$ cat src/rtl/glitc_storage_readout_master_pkg.sv
// Shared definitions for the GLITC storage readout master: STORCTRL bit map, FSM states, address width.
// Latency: n/a (package only).
// Backpressure: n/a (package only).
package glitc_storage_readout_master_pkg;

    // Sample storage is addressed by an 11-bit word index.
    localparam int SAMPLE_ADDR_W = 11;

    // STORCTRL register bit positions.
    localparam int STOR_TRIG_BIT       = 0;
    localparam int STOR_DONE_BIT       = 1;
    localparam int STOR_CLEAR_BIT      = 2;
    localparam int STOR_SYNC_LATCH_BIT = 3;

    // Command words written to STORCTRL.
    localparam logic [31:0] STOR_TRIG_CMD  = 32'h1 << STOR_TRIG_BIT;
    localparam logic [31:0] STOR_CLEAR_CMD = 32'h1 << STOR_CLEAR_BIT;

    typedef enum logic [3:0] {
        ST_IDLE,
        ST_ARM,
        ST_POLL_RD,
        ST_POLL_WAIT,
        ST_DATA_RD,
        ST_DATA_WAIT,
        ST_PUSH,
        ST_CLEAR,
        ST_FIN
    } rdout_state_t;

endpackage

$ cat src/rtl/glitc_rd_latency_timer.sv
// Loadable down-counter that fires a one-cycle expire pulse RD_LATENCY cycles after load.
// Latency: expire is high in the RD_LATENCY-th cycle after the load cycle.
// Backpressure: none; a new load simply restarts the count.
//  Ports: clk/rst_n (async active-low), load (start count), expire (one-cycle pulse).
module glitc_rd_latency_timer #(
    parameter int RD_LATENCY = 2
) (
    input  logic clk,
    input  logic rst_n,
    input  logic load,
    output logic expire
);

    logic [2:0] cnt_q, cnt_d;

    always_comb begin
        cnt_d = cnt_q;
        if (load) begin
            cnt_d = 3'(RD_LATENCY);
        end else if (cnt_q != 3'd0) begin
            cnt_d = cnt_q - 3'd1;
        end
    end

    always_ff @(posedge clk or negedge rst_n) begin
        if (!rst_n) begin
            cnt_q <= 3'd0;
        end else begin
            cnt_q <= cnt_d;
        end
    end

    // Count of 1 is the last waiting cycle: read data is valid now.
    assign expire = (cnt_q == 3'd1);

endmodule

$ cat src/rtl/glitc_storage_readout_master.sv
// Bus initiator: arm capture, poll STORCTRL done, read NWORDS samples to a stream, clear storage.
// Latency: 1 + RD_LATENCY + 1 cycles per word minimum; each poll costs 1 + RD_LATENCY cycles.
// Backpressure: m_ready_i low holds the FSM in PUSH with stream outputs stable and the bus idle.
//  Ports: start_i/busy_o/done_o/timeout_o control; user_* / sample_sel_o bus master with
//  ctrl_dat_i / sample_dat_i read returns; m_dat_o/m_valid_o/m_ready_i/m_last_o stream out.
module glitc_storage_readout_master
    import glitc_storage_readout_master_pkg::*;
#(
    parameter int NWORDS     = 2048,
    parameter int RD_LATENCY = 2,
    parameter int POLL_LIMIT = 4096
) (
    input  logic                     user_clk_i,
    input  logic                     user_rst_n_i,
    input  logic                     start_i,
    output logic                     busy_o,
    output logic                     done_o,
    output logic                     timeout_o,
    output logic                     user_sel_o,
    output logic                     sample_sel_o,
    output logic                     user_wr_o,
    output logic                     user_rd_o,
    output logic [SAMPLE_ADDR_W-1:0] user_addr_o,
    output logic [31:0]              user_dat_o,
    input  logic [31:0]              ctrl_dat_i,
    input  logic [31:0]              sample_dat_i,
    output logic [31:0]              m_dat_o,
    output logic                     m_valid_o,
    input  logic                     m_ready_i,
    output logic                     m_last_o
);

    localparam logic [SAMPLE_ADDR_W-1:0] LAST_ADDR = SAMPLE_ADDR_W'(NWORDS - 1);

    rdout_state_t             state_q, state_d;
    logic [SAMPLE_ADDR_W-1:0] addr_q, addr_d;
    logic [15:0]              poll_q, poll_d;
    logic                     abort_q, abort_d;
    logic [31:0]              m_dat_q, m_dat_d;
    logic                     m_valid_q, m_valid_d, m_last_q, m_last_d;
    logic                     sel_q, sel_d, ssel_q, ssel_d, wr_q, wr_d, rd_q, rd_d;
    logic [SAMPLE_ADDR_W-1:0] bus_addr_q, bus_addr_d;
    logic [31:0]              bus_dat_q, bus_dat_d;
    logic                     busy_q, busy_d, done_q, done_d, timeout_q, timeout_d;
    logic                     tmr_load, tmr_expire;
    logic                     unused_ctrl_bits;

    // Only the done flag of STORCTRL matters to the sequencer.
    assign unused_ctrl_bits = ^{ctrl_dat_i[31:STOR_DONE_BIT+1], ctrl_dat_i[STOR_DONE_BIT-1:0]};

    // Every read strobe restarts the shared latency timer.
    assign tmr_load = (state_q == ST_POLL_RD) || (state_q == ST_DATA_RD);

    glitc_rd_latency_timer #(.RD_LATENCY(RD_LATENCY)) u_rd_timer (
        .clk    (user_clk_i),
        .rst_n  (user_rst_n_i),
        .load   (tmr_load),
        .expire (tmr_expire)
    );

    always_comb begin
        state_d = state_q;
        addr_d  = addr_q;
        poll_d  = poll_q;
        abort_d = abort_q;
        m_dat_d = m_dat_q;
        case (state_q)
            ST_IDLE: begin
                if (start_i) begin
                    state_d = ST_ARM;
                    poll_d  = 16'd0;
                    abort_d = 1'b0;
                end
            end
            ST_ARM:     state_d = ST_POLL_RD;
            ST_POLL_RD: begin
                poll_d  = poll_q + 16'd1;
                state_d = ST_POLL_WAIT;
            end
            ST_POLL_WAIT: begin
                if (tmr_expire) begin
                    if (ctrl_dat_i[STOR_DONE_BIT]) begin
                        addr_d  = '0;
                        state_d = ST_DATA_RD;
                    end else if (poll_q == 16'(POLL_LIMIT)) begin
                        abort_d = 1'b1;
                        state_d = ST_CLEAR;
                    end else begin
                        state_d = ST_POLL_RD;
                    end
                end
            end
            ST_DATA_RD: state_d = ST_DATA_WAIT;
            ST_DATA_WAIT: begin
                if (tmr_expire) begin
                    m_dat_d = sample_dat_i;
                    state_d = ST_PUSH;
                end
            end
            ST_PUSH: begin
                if (m_ready_i) begin
                    if (addr_q == LAST_ADDR) begin
                        state_d = ST_CLEAR;
                    end else begin
                        addr_d  = addr_q + 1'b1;
                        state_d = ST_DATA_RD;
                    end
                end
            end
            ST_CLEAR: state_d = ST_FIN;
            ST_FIN:   state_d = ST_IDLE;
            default:  state_d = ST_IDLE;
        endcase

        // Outputs are decoded from the next state so they register cleanly
        // and line up with state_q in the following cycle.
        sel_d      = (state_d == ST_ARM) || (state_d == ST_POLL_RD) || (state_d == ST_CLEAR);
        ssel_d     = (state_d == ST_DATA_RD);
        wr_d       = (state_d == ST_ARM) || (state_d == ST_CLEAR);
        rd_d       = (state_d == ST_POLL_RD) || (state_d == ST_DATA_RD);
        bus_addr_d = (state_d == ST_DATA_RD) ? addr_d : '0;
        bus_dat_d  = (state_d == ST_ARM)   ? STOR_TRIG_CMD  :
                     (state_d == ST_CLEAR) ? STOR_CLEAR_CMD : 32'h0;
        m_valid_d  = (state_d == ST_PUSH);
        m_last_d   = (state_d == ST_PUSH) && (addr_d == LAST_ADDR);
        busy_d     = (state_d != ST_IDLE);
        done_d     = (state_d == ST_FIN) && !abort_d;
        timeout_d  = (state_d == ST_FIN) && abort_d;
    end

    always_ff @(posedge user_clk_i or negedge user_rst_n_i) begin
        if (!user_rst_n_i) begin
            state_q    <= ST_IDLE;
            addr_q     <= '0;
            poll_q     <= 16'd0;
            abort_q    <= 1'b0;
            m_dat_q    <= 32'h0;
            m_valid_q  <= 1'b0;
            m_last_q   <= 1'b0;
            sel_q      <= 1'b0;
            ssel_q     <= 1'b0;
            wr_q       <= 1'b0;
            rd_q       <= 1'b0;
            bus_addr_q <= '0;
            bus_dat_q  <= 32'h0;
            busy_q     <= 1'b0;
            done_q     <= 1'b0;
            timeout_q  <= 1'b0;
        end else begin
            state_q    <= state_d;
            addr_q     <= addr_d;
            poll_q     <= poll_d;
            abort_q    <= abort_d;
            m_dat_q    <= m_dat_d;
            m_valid_q  <= m_valid_d;
            m_last_q   <= m_last_d;
            sel_q      <= sel_d;
            ssel_q     <= ssel_d;
            wr_q       <= wr_d;
            rd_q       <= rd_d;
            bus_addr_q <= bus_addr_d;
            bus_dat_q  <= bus_dat_d;
            busy_q     <= busy_d;
            done_q     <= done_d;
            timeout_q  <= timeout_d;
        end
    end

    assign busy_o       = busy_q;
    assign done_o       = done_q;
    assign timeout_o    = timeout_q;
    assign user_sel_o   = sel_q;
    assign sample_sel_o = ssel_q;
    assign user_wr_o    = wr_q;
    assign user_rd_o    = rd_q;
    assign user_addr_o  = bus_addr_q;
    assign user_dat_o   = bus_dat_q;
    assign m_dat_o      = m_dat_q;
    assign m_valid_o    = m_valid_q;
    assign m_last_o     = m_last_q;

endmodule

$ cat config.mk
export PLATFORM = sky130hd
export DESIGN_NAME = glitc_storage_readout_master
export DESIGN_NICKNAME = d
export VERILOG_FILES = /design/src/rtl/glitc_storage_readout_master_pkg.sv /design/src/rtl/glitc_rd_latency_timer.sv /design/src/rtl/glitc_storage_readout_master.sv
export SDC_FILE = /design/constraint.sdc
export NUM_CORES = 1
export LEC_CHECK = 0
export ABC_CLOCK_PERIOD_IN_PS = 2100
export BUFFER_PORTS_ARGS = -buffer_cell sky130_fd_sc_hd__buf_4
export CAP_MARGIN = 0
export CORE_MARGIN = 2
export CORE_UTILIZATION = 50
export CTS_BUF_LIST = sky130_fd_sc_hd__clkbuf_8 sky130_fd_sc_hd__clkbuf_16
export DETAILED_ROUTE_END_ITERATION = 8
export PLACE_DENSITY = 0.86
export SETUP_SLACK_MARGIN = 0.3
export SLEW_MARGIN = 25
export SYNTH_ARGS = -nofsm -noshare
export SYNTH_HDL_FRONTEND = slang
export SYNTH_SLANG_ARGS = --single-unit
$ cat constraint.sdc
create_clock -name user_clk_i -period 2.1 [get_ports user_clk_i]
set_input_delay 0.21 -clock user_clk_i [delete_from_list [all_inputs] [get_ports user_clk_i]]
set_output_delay 0.21 -clock user_clk_i [all_outputs]
set_load 0.02 [all_outputs]
==> results.sh, run 1 <==
export IMPL_leakage_nw=3.06
export IMPL_status="complete, no violations"
export IMPL_cts_tree="yes"
export IMPL_r2r_cells=6
export IMPL_routed_wl_um=13000
export IMPL_finish_instance_area_mm2=0.00611
export IMPL_ys_top_cells_by_area="dfrtp_1, mux2_2, buf_4"
export IMPL_maxSlewViolCount=0
export IMPL_power_mw=7.26
export IMPL_clockPowerShare_pct=18.2
export IMPL_fmax_ghz=0.479
export IMPL_grt_overflow=0
export IMPL_synth_top_cell_area_share_pct=52.6
export IMPL_dp_cells=601
export IMPL_clkSlewWorstSetupHoldPaths_ns=0.09
export IMPL_use_met3_pct=3.76
export IMPL_met2_usage_pct=40.6
export IMPL_hold_violations=0
export IMPL_end_kind="register"
export IMPL_dieWidth_um=96.0
export IMPL_hp_class="input port to register"
export IMPL_critPathBufInv=0
export IMPL_holdPathStages=2
export IMPL_critPathMaxStageDelay_ns=0.53
export IMPL_drv_cap=0
export IMPL_area_growth_pct=44.4
export IMPL_synth_warnings=0
export IMPL_fill_cells=449
export IMPL_async_flop_share_pct=100
export IMPL_tightest_slew_ns=0.582
export IMPL_seqPwrFrac_pct=36.7
export IMPL_crit_chain="nand4bb_4 -> or4_4 -> o21ai_4 -> or2_4 -> mux2i_1 -> o21ai_1"
export IMPL_grt_busiest_layer="met2"
export IMPL_wl_per_cell_um=19.8
export IMPL_dp_hpwl_um=6590
export IMPL_drc=0
export IMPL_grt_usage_pct=22.8
export IMPL_syn_instance_count=383
export IMPL_switching_share_pct=38.3
export IMPL_synth_avg_cell_area_um2=11.1
export IMPL_clockBufferDepth=2
export IMPL_setup_tns_ns=0
export IMPL_insertion_delay_ns=0.37
export IMPL_timing_final_ws_setup_ns=0.0124
export IMPL_ys_seq_area_share_pct=52.6
export IMPL_ys_flop_type="dfrtp_1"
export IMPL_gp_congestion=0.910
export IMPL_crit_type="register to register"
export IMPL_vdd_drop_max_mv=0.514
export IMPL_antenna_left=0
export IMPL_reg2reg_to="user_sel_o"
export IMPL_cts_made_buffers=9
export IMPL_multiInputGateArea_mm2=0.00214
export IMPL_min_from="sample_dat_i[12]"
export IMPL_seq_area_mm2=0.00224
export IMPL_drt_initial_drc_count=382
export IMPL_reg2reg_from="state_q[0]"
export IMPL_worstSetupStartpointType="register"
export IMPL_place_ws_ns=-0.00129
export IMPL_synthTopCellsByCount="dfrtp_1, buf_4, mux2_2"
export IMPL_met1_usage_pct=25.9
export IMPL_ys_types=59
export IMPL_min_to="m_dat_o[12]"
export IMPL_grt_pass1_wl_um=16000
export IMPL_synth_most_common_cell="dfrtp_1"
export IMPL_power_frac_comb_pct=45.0
export IMPL_drive_above_1_share_pct=53.9
export IMPL_initial_core_util_pct=51.5
export IMPL_internal_power_mw=4.48
export IMPL_yosysTopAreaCell="dfrtp_1"
export IMPL_grt_pass1_vias=3387
export IMPL_ys_ff_latch=89
export IMPL_ioPinCount=152
export IMPL_first_pass_iters=8
export IMPL_dieArea_mm2=0.00922
export IMPL_cts_root_buf="clkbuf_8"
export IMPL_period_share_pct=99.4
export IMPL_power_density_mw_per_mm2=1190
export IMPL_post_drt_via_cell_ratio=5.80
export IMPL_vias=3807
export IMPL_cts_num_sinks=89
export IMPL_switching_power_mw=2.78
export IMPL_setup_viol=0
export IMPL_crit_family="simple AND/OR/NAND/NOR gates"
export IMPL_num_rows=33
export IMPL_fin_crit_ns=2.09
export IMPL_relSlewSlack_pct=61.2
export IMPL_antennaDiodeCount=0
export IMPL_final_nets=620
export IMPL_place_area_mm2=0.00518
export IMPL_grt_max_degree=48
export IMPL_dieHeight_um=96.0
export IMPL_rrSetupSlack_ns=0.01
export IMPL_required_ns=2.35
export IMPL_antenna_found_initial=0
export IMPL_rsz0062_at_grt="yes"
export IMPL_io_buffers=90
export IMPL_path_max_fanout=7
export IMPL_synth_enable_flop_cells=0
export IMPL_htree_levels=3
export IMPL_coreArea_mm2=0.00822
export IMPL_cp_arrival_ns=2.33
export IMPL_fin_cells=656
export IMPL_netlist_area_mm2=0.00424
export IMPL_crit_slowest_cell="or4_4"
export IMPL_skew_ns=0.0177
## state kept, by name, summed over array words and instances, names as in the netlist, 2 cells and up
name and flops:
poll_q 16, state_q 4, user_dat_o 2, m_dat_o 32
user_addr_o 11, u_rd_timer.cnt_q 3, addr_q 11
## per-stage QoR
| step | utilization [%] | hold WS [ns] |
|---|---|---|
| floorplan | - | -0.0856 |
| global placement | 63.0 | 0.244 |
| detailed placement | 63.0 | 0.247 |
| CTS | 70.4 | 0.0680 |
| global route | 74.4 | 0.0662 |
| finish | 74.4 | 0.0717 |
## kinds of logic (layout without fill, tap and decap cells)
group	after synthesis	after routing	synth area share, %
mux	37	37	9.69
fa+ha+maj	6	6	1.77
xor+xnor	4	4	0.827
compound gates	54	54	8.77
buf+inv	61	200	8.98
other cells	1	30	0.0885
flops	89	89	52.6
simple gates	131	131	17.3
## cell type report
type / instances / area share, %
inverters: 19 / 1.21
multi-input cells: 262 / 35.0
flip-flops and latches: 89 / 36.6
clock buffers: 9 / 2.03
well taps: 105 / 2.15
clock inverters: 7 / 1.62
repair buffers: 165 / 21.4
## worst max-delay path by stage
| stage | from | endpoint | slack, ns | depth (start not counted) |
|---|---|---|---|---|
| final | state_q[0] | user_sel_o | 0.01 | 6 |
| after detailed placement | state_q[2] | m_last_o | -0.001 | 6 |
| after global placement | poll_q[7] | m_last_o | 0.02 | 6 |
| after global routing | state_q[0] | user_sel_o | -0.03 | 6 |
| after floorplan | addr_q[4] | m_last_o | 0.25 | 8 |
| after CTS | state_q[3] | m_last_o | 0.19 | 6 |
## metal layers
layer  vias to the layer above  wire, um  share of wire, %
met1                      1862      4690                36
met4                         0       727               5.6
met5                         -         0                 0
met3                        67      1010               7.8
li1                       1623         -                 -
met2                       255      6540                50
## worst register-to-register path, stage by stage, from the launching register on
cell and delay (ns):
dfrtp_2 0.48, nand4bb_4 0.38, or4_4 0.53, o21ai_4 0.10, or2_4 0.17, mux2i_1 0.22, o21ai_1 0.09
## cell usage in the layout (no fill, tap or decap), types with 5 or more instances in the layout
cell      instances
buf_4           155
buf_6             6
clkbuf_8          9
conb_1           30
dfrtp_1          78
dfrtp_2          11
inv_1            16
mux2_2           32
mux2i_1           5
nand2_1          26
nand3_1          18
nand4_1           8
nor2_1           17
nor3_2            6
o21ai_0          13
o21ai_1           5
o31ai_1           5
## power by group through the flow
| stage | clock network, mW | logic (mW) | registers, mW |
|---|---|---|---|
| after floorplan | 0 | 1.15 | 2.95 |
| after global routing | 1.41 | 3.46 | 2.71 |
| after global placement | 0 | 2.48 | 2.55 |
| after detailed placement | 0 | 2.58 | 2.58 |
| after CTS | 1.32 | 2.89 | 2.62 |
| final | 1.32 | 3.27 | 2.67 |
## timing repair
item | in CTS | in global routing
endpoints found under the hold margin | 44 | 0
gates resized for setup | 44 | 48
gates cloned | 0 | 3
setup buffers | 21 | 14
hold buffers | 1 | 0
setup endpoints to repair | 56 | 63
pin swaps | 19 | 12
Note: power is estimated with default switching activity, not from simulation.
==> inputs of run 2 (changes only) <==
- ABC_AREA: unset -> 1
==> run 2 against run 1 <==
- global-route usage is 3.3 points lower
- area after synthesis is 2.1% higher
- register-to-register slack gained 0.27 ns
- count of clock-buffer cells in the layout up 1
- power is 12% lower
- first-iteration DRC count decreased by 61%
- critical path type unchanged
- combinational power decreased by 14%
- via count decreased by 6.2%
- sequential power shrank 6%
- wire length decreased by 27%
- largest power group unchanged
- final area shrank 12%
==> results.sh, run 2 <==
export IMPL_antennaDiodeCount=0
export IMPL_final_common_cell="buf_4"
export IMPL_ys_types=33
export IMPL_first_pass_iters=5
export IMPL_grt_max_degree=90
export IMPL_end_kind="register"
export IMPL_dieArea_mm2=0.00941
export IMPL_worstSetupStartpointType="register"
export IMPL_antenna_left=0
export IMPL_gp_congestion=0.903
export IMPL_clkSlewWorstSetupHoldPaths_ns=0.09
export IMPL_clockBufferDepth=2
export IMPL_leakage_nw=2.71
export IMPL_final_nets=655
export IMPL_maxSlewViolCount=0
export IMPL_fin_crit_ns=1.81
export IMPL_ioPinCount=152
export IMPL_crit_path_start="addr_q[8]"
export IMPL_dp_hpwl_um=6410
export IMPL_fill_cells=638
export IMPL_ys_ff_latch=89
export IMPL_ys_top_cells_by_area="dfrtp_1, mux2_2, nand2_1"
export IMPL_wl_per_cell_um=13.7
export IMPL_hp_class="input port to register"
export IMPL_ys_flop_type="dfrtp_1"
export IMPL_layout_common_cells="buf_4, dfrtp_1, nand2_1"
export IMPL_io_buffers=90
export IMPL_grt_pass1_wl_um=15200
export IMPL_synthTopCellsByCount="nand2_1, dfrtp_1, nor2_1"
export IMPL_reg2reg_from="addr_q[8]"
export IMPL_cts_num_sinks=89
export IMPL_post_drt_via_cell_ratio=5.17
export IMPL_power_density_mw_per_mm2=1190
export IMPL_synth_avg_cell_area_um2=9.18
export IMPL_grt_usage_pct=19.5
export IMPL_routed_wl_um=9460
export IMPL_period_share_pct=86.3
export IMPL_vdd_drop_max_mv=0.717
export IMPL_hold_violations=0
export IMPL_setup_viol=0
export IMPL_drt_initial_drc_count=150
export IMPL_antenna_found_initial=0
export IMPL_skew_ns=0.0136
export IMPL_drive_above_1_share_pct=33.6
export IMPL_grt_overflow=0
export IMPL_synth_warnings=0
export IMPL_synth_most_common_cell="nand2_1"
export IMPL_cts_root_buf="clkbuf_8"
export IMPL_async_flop_share_pct=100
export IMPL_synth_enable_flop_cells=0
export IMPL_postLayoutCoreUtil_pct=65.1
export IMPL_dieWidth_um=97.0
export IMPL_grt_pass1_vias=3435
export IMPL_cp_arrival_ns=2.10
export IMPL_area_growth_pct=24.9
export IMPL_drc=0
export IMPL_drv_cap=0
export IMPL_synth_top_cell_area_share_pct=51.5
export IMPL_netlist_area_mm2=0.00432
export IMPL_cts_tree="yes"
export IMPL_yosysTopAreaCell="dfrtp_1"
export IMPL_htree_levels=3
export IMPL_status="complete, no violations"
export IMPL_vias=3572
export IMPL_setup_tns_ns=0
export IMPL_dieHeight_um=97.0
export IMPL_initial_core_util_pct=52.1
export IMPL_num_rows=33
export IMPL_cts_made_buffers=9
export IMPL_ys_seq_area_share_pct=51.5
export IMPL_largest_reg_flops=32
export IMPL_min_from="sample_dat_i[2]"
export IMPL_rsz0062_at_grt="yes"
export IMPL_coreArea_mm2=0.00830
export IMPL_syn_instance_count=471
export IMPL_path_max_fanout=6
export IMPL_required_ns=2.39
export IMPL_crit_type="register to register"
export IMPL_insertion_delay_ns=0.37
export IMPL_fmax_ghz=0.552
-- run 2: cell type report --
cell class / instances / area (um^2) / share of cell area, %
Clock buffer: 10 / 138 / 2.55
Clock inverter: 6 / 41.3 / 0.765
Inverter: 50 / 193 / 3.57
Multi-Input combinational cell: 323 / 1840 / 34.2
Sequential cell: 89 / 2230 / 41.2
Tap cell: 105 / 131 / 2.43
Timing Repair Buffer: 108 / 826 / 15.3
-- run 2: metrics by stage --
step	power (mW)	hold slack [ns]	cell area, um^2	cells	setup WS, ns
2_1_floorplan	4.22	-0.0856	4430	500	0.532
3_3_place_gp	4.98	0.278	5030	663	0.250
3_5_place_dp	5.09	0.285	5030	663	0.192
4_1_cts	6.21	0.0606	5260	681	0.295
5_1_grt	6.83	0.0574	5400	691	0.156
6_report	6.41	0.0715	5400	691	0.287
-- run 2: final timing paths --
check	slack, ns	endpoint	depth (start not counted)
setup / recovery	0.29	m_last_o	10
hold / removal	0.07	m_dat_o[2]	2
setup reg to reg	0.29	m_last_o	10
hold reg to reg	0.48	poll_q[15]	1
max in group asynchronous	1.30	m_dat_o[19]	3
min in group asynchronous	0.41	user_addr_o[7]	3
-- run 2: per-layer routing --
| layer | vias to the layer above | global-route usage, % | wire length, um |
|---|---|---|---|
| met2 | 156 | 34.0 | 4960 |
| met4 | 0 | 6.18 | 146 |
| met5 | - | 0 | 0 |
| li1 | 1684 | - | - |
| met1 | 1717 | 23.0 | 3660 |
| met3 | 15 | 6.29 | 694 |
-- run 2: kinds of logic after synthesis --
kind of cell | synth area share [%]
simple gates | 22.1
mux | 8.33
other cells | 0.0867
xor+xnor | 0.405
buf+inv | 10.5
compound gates | 5.35
flops | 51.5
fa+ha+maj | 1.74
-- run 2: what timing repair did --
item,4_1_cts,5_1_grt
hold buffers,1,0
endpoints found under the hold margin,89,0
setup endpoints to repair,4,12
setup buffers,1,10
resized for setup,6,25
pin swaps,0,8
-- run 2: worst max-delay path: stages, from the launching register on --
cell	delay, ns
dfrtp_1	0.46
nand2_1	0.14
nor2_1	0.22
nand3_4	0.15
nand2_4	0.11
nand2_2	0.09
nand2_4	0.11
nor2_1	0.06
a21oi_2	0.15
nand3_1	0.12
nor2_1	0.12
-- run 2: where the power goes --
part           total (mW)  internal [mW]  switching, mW
clock network        1.08          0.464          0.611
logic                2.82           1.12           1.70
registers            2.51           2.19          0.321
==> inputs of run 3 (changes only) <==
--- a/config.mk
+++ b/config.mk
@@ -8,3 +8,3 @@
 export ABC_AREA = 1
-export ABC_CLOCK_PERIOD_IN_PS = 2100
+export ABC_CLOCK_PERIOD_IN_PS = 2050
 export BUFFER_PORTS_ARGS = -buffer_cell sky130_fd_sc_hd__buf_4
==> constraint.sdc (replaced) <==
create_clock -name user_clk_i -period 2.05 [get_ports user_clk_i]
set_input_delay 0.41 -clock user_clk_i [delete_from_list [all_inputs] [get_ports user_clk_i]]
set_output_delay 0.41 -clock user_clk_i [all_outputs]
set_load 0.02 [all_outputs]
==> run 3 against run 2 <==
- setup slack worse by 0.034 ns
- largest power group unchanged
- critical path depth is 2 higher
- non-clock buffer count rose by 7
- worst hold slack improved by 0.21 ns
- critical endpoint unchanged
- sequential cell count is the same
- clock skew is 0.0032 ns lower
- final cell count is 1.0% higher
==> results.sh, run 3 (same netlist as run 2, synthesis figures left out) <==
export IMPL_io_buffers=90
export IMPL_final_nets=662
export IMPL_finish_instance_area_mm2=0.00554
export IMPL_num_rows=33
export IMPL_first_pass_iters=4
export IMPL_clkSlewWorstSetupHoldPaths_ns=0.09
export IMPL_dieHeight_um=97.0
export IMPL_r2r_cells=12
export IMPL_timing_final_ws_setup_ns=0.253
export IMPL_layout_common_cells="buf_4, dfrtp_1, nand2_1"
export IMPL_cts_num_sinks=89
export IMPL_whs_ns=0.279
export IMPL_area_growth_pct=28.1
export IMPL_multiInputGateArea_mm2=0.00191
export IMPL_grt_pass1_wl_um=15000
export IMPL_drv_cap=0
export IMPL_end_kind="register"
export IMPL_coreArea_mm2=0.00830
export IMPL_rsz0062_at_grt="yes"
export IMPL_fin_crit_ns=1.80
export IMPL_vias=3653
export IMPL_skew_ns=0.0104
export IMPL_dp_cells=663
export IMPL_crit_path_start="addr_q[0]"
export IMPL_insertion_delay_ns=0.36
export IMPL_period_share_pct=87.7
export IMPL_hold_violations=0
export IMPL_required_ns=2.34
export IMPL_antenna_found_initial=0
export IMPL_dieArea_mm2=0.00941
export IMPL_cts_root_buf="clkbuf_8"
export IMPL_largest_reg_flops=32
export IMPL_cts_tree="yes"
export IMPL_status="complete, no violations"
export IMPL_worstSetupStartpointType="register"
export IMPL_post_drt_via_cell_ratio=5.23
export IMPL_htree_levels=3
export IMPL_reg2reg_from="addr_q[0]"
export IMPL_vdd_drop_max_mv=0.664
export IMPL_cts_made_buffers=9
export IMPL_path_max_fanout=7
export IMPL_gp_congestion=0.855
export IMPL_cp_arrival_ns=2.09
export IMPL_routed_wl_um=9860
export IMPL_crit_type="register to register"
export IMPL_final_common_cell="buf_4"
export IMPL_drc=0
export IMPL_fmax_ghz=0.557
export IMPL_drive_above_1_share_pct=37.1
export IMPL_drt_initial_drc_count=189
export IMPL_place_area_mm2=0.00503
export IMPL_clockBufferDepth=2
export IMPL_grt_overflow=0
export IMPL_grt_max_degree=68
export IMPL_reg2reg_to="m_last_o"
export IMPL_dieWidth_um=97.0
export IMPL_wl_per_cell_um=14.1
export IMPL_rrSetupSlack_ns=0.25
export IMPL_power_density_mw_per_mm2=1200
export IMPL_grt_usage_pct=19.1
export IMPL_setup_viol=0
export IMPL_fin_cells=698
export IMPL_maxSlewViolCount=0
export IMPL_hp_class="input port to register"
export IMPL_dp_hpwl_um=6490
export IMPL_fill_cells=604
export IMPL_antennaDiodeCount=0
export IMPL_antenna_left=0
export IMPL_leakage_nw=2.77
export IMPL_place_ws_ns=0.206
export IMPL_seq_area_mm2=0.00223
export IMPL_ioPinCount=152
export IMPL_setup_tns_ns=0
export IMPL_grt_pass1_vias=3408
export IMPL_critPathCapture="m_last_o"
export IMPL_initial_core_util_pct=52.1
-- run 3: critical path, stage by stage (launching register included) --
cell     delay (ns)
dfrtp_1        0.43
ha_4           0.19
nand2_4        0.07
nor2_4         0.16
nand3_4        0.15
buf_6          0.16
nand3_2        0.04
nand2_1        0.05
o21ai_1        0.07
nand2_1        0.09
nor2_1         0.14
nand3_1        0.08
nor2_1         0.10
-- run 3: what timing repair did --
action,CTS,global route
setup endpoints to repair,34,48
pin swaps,1,21
endpoints found under the hold margin,22,0
gates resized for setup,6,49
gates cloned,0,0
hold buffers,1,0
buffers inserted,1,17
-- run 3: power breakdown --
group	switching, mW	total (mW)	internal (mW)	leakage [nW]
sequential	0.369	2.61	2.24	1.14
clock	0.667	1.13	0.460	0.0886
combinational	1.76	2.92	1.17	1.55
-- run 3: stage by stage --
stage | power (mW) | util [%]
after global placement | 5.10 | 60.6
after global routing | 7.10 | 66.7
after CTS | 6.38 | 63.3
after detailed placement | 5.23 | 60.6
after floorplan | 4.32 | -
final | 6.66 | 66.7
-- run 3: area by class of cell --
type | count | area share (%)
Clock buffer | 9 | 2.24
Clock inverter | 7 | 1.04
Inverter | 50 | 3.55
Multi-Input combinational cell | 323 | 34.5
Sequential cell | 89 | 40.3
Tap cell | 105 | 2.37
Timing Repair Buffer | 115 | 16.1
-- run 3: metal layers --
layer / global-route usage, % / wire (um)
met1: 22.8 / 3900
met2: 33.9 / 5130
met3: 5.20 / 678
met4: 5.31 / 150
met5: 0 / 0
-- run 3: worst min-delay path by stage --
stage                          startpoint  slack, ns           to  cells past startpoint
after floorplan              user_rst_n_i       0.11      abort_q                      0
after global placement       user_rst_n_i       0.31  m_dat_o[27]                      1
after detailed placement     user_rst_n_i       0.32   m_dat_o[1]                      1
after CTS                 sample_dat_i[7]       0.27   m_dat_o[7]                      2
after global routing      sample_dat_i[4]       0.26   m_dat_o[4]                      2
final                     sample_dat_i[7]       0.28   m_dat_o[7]                      2
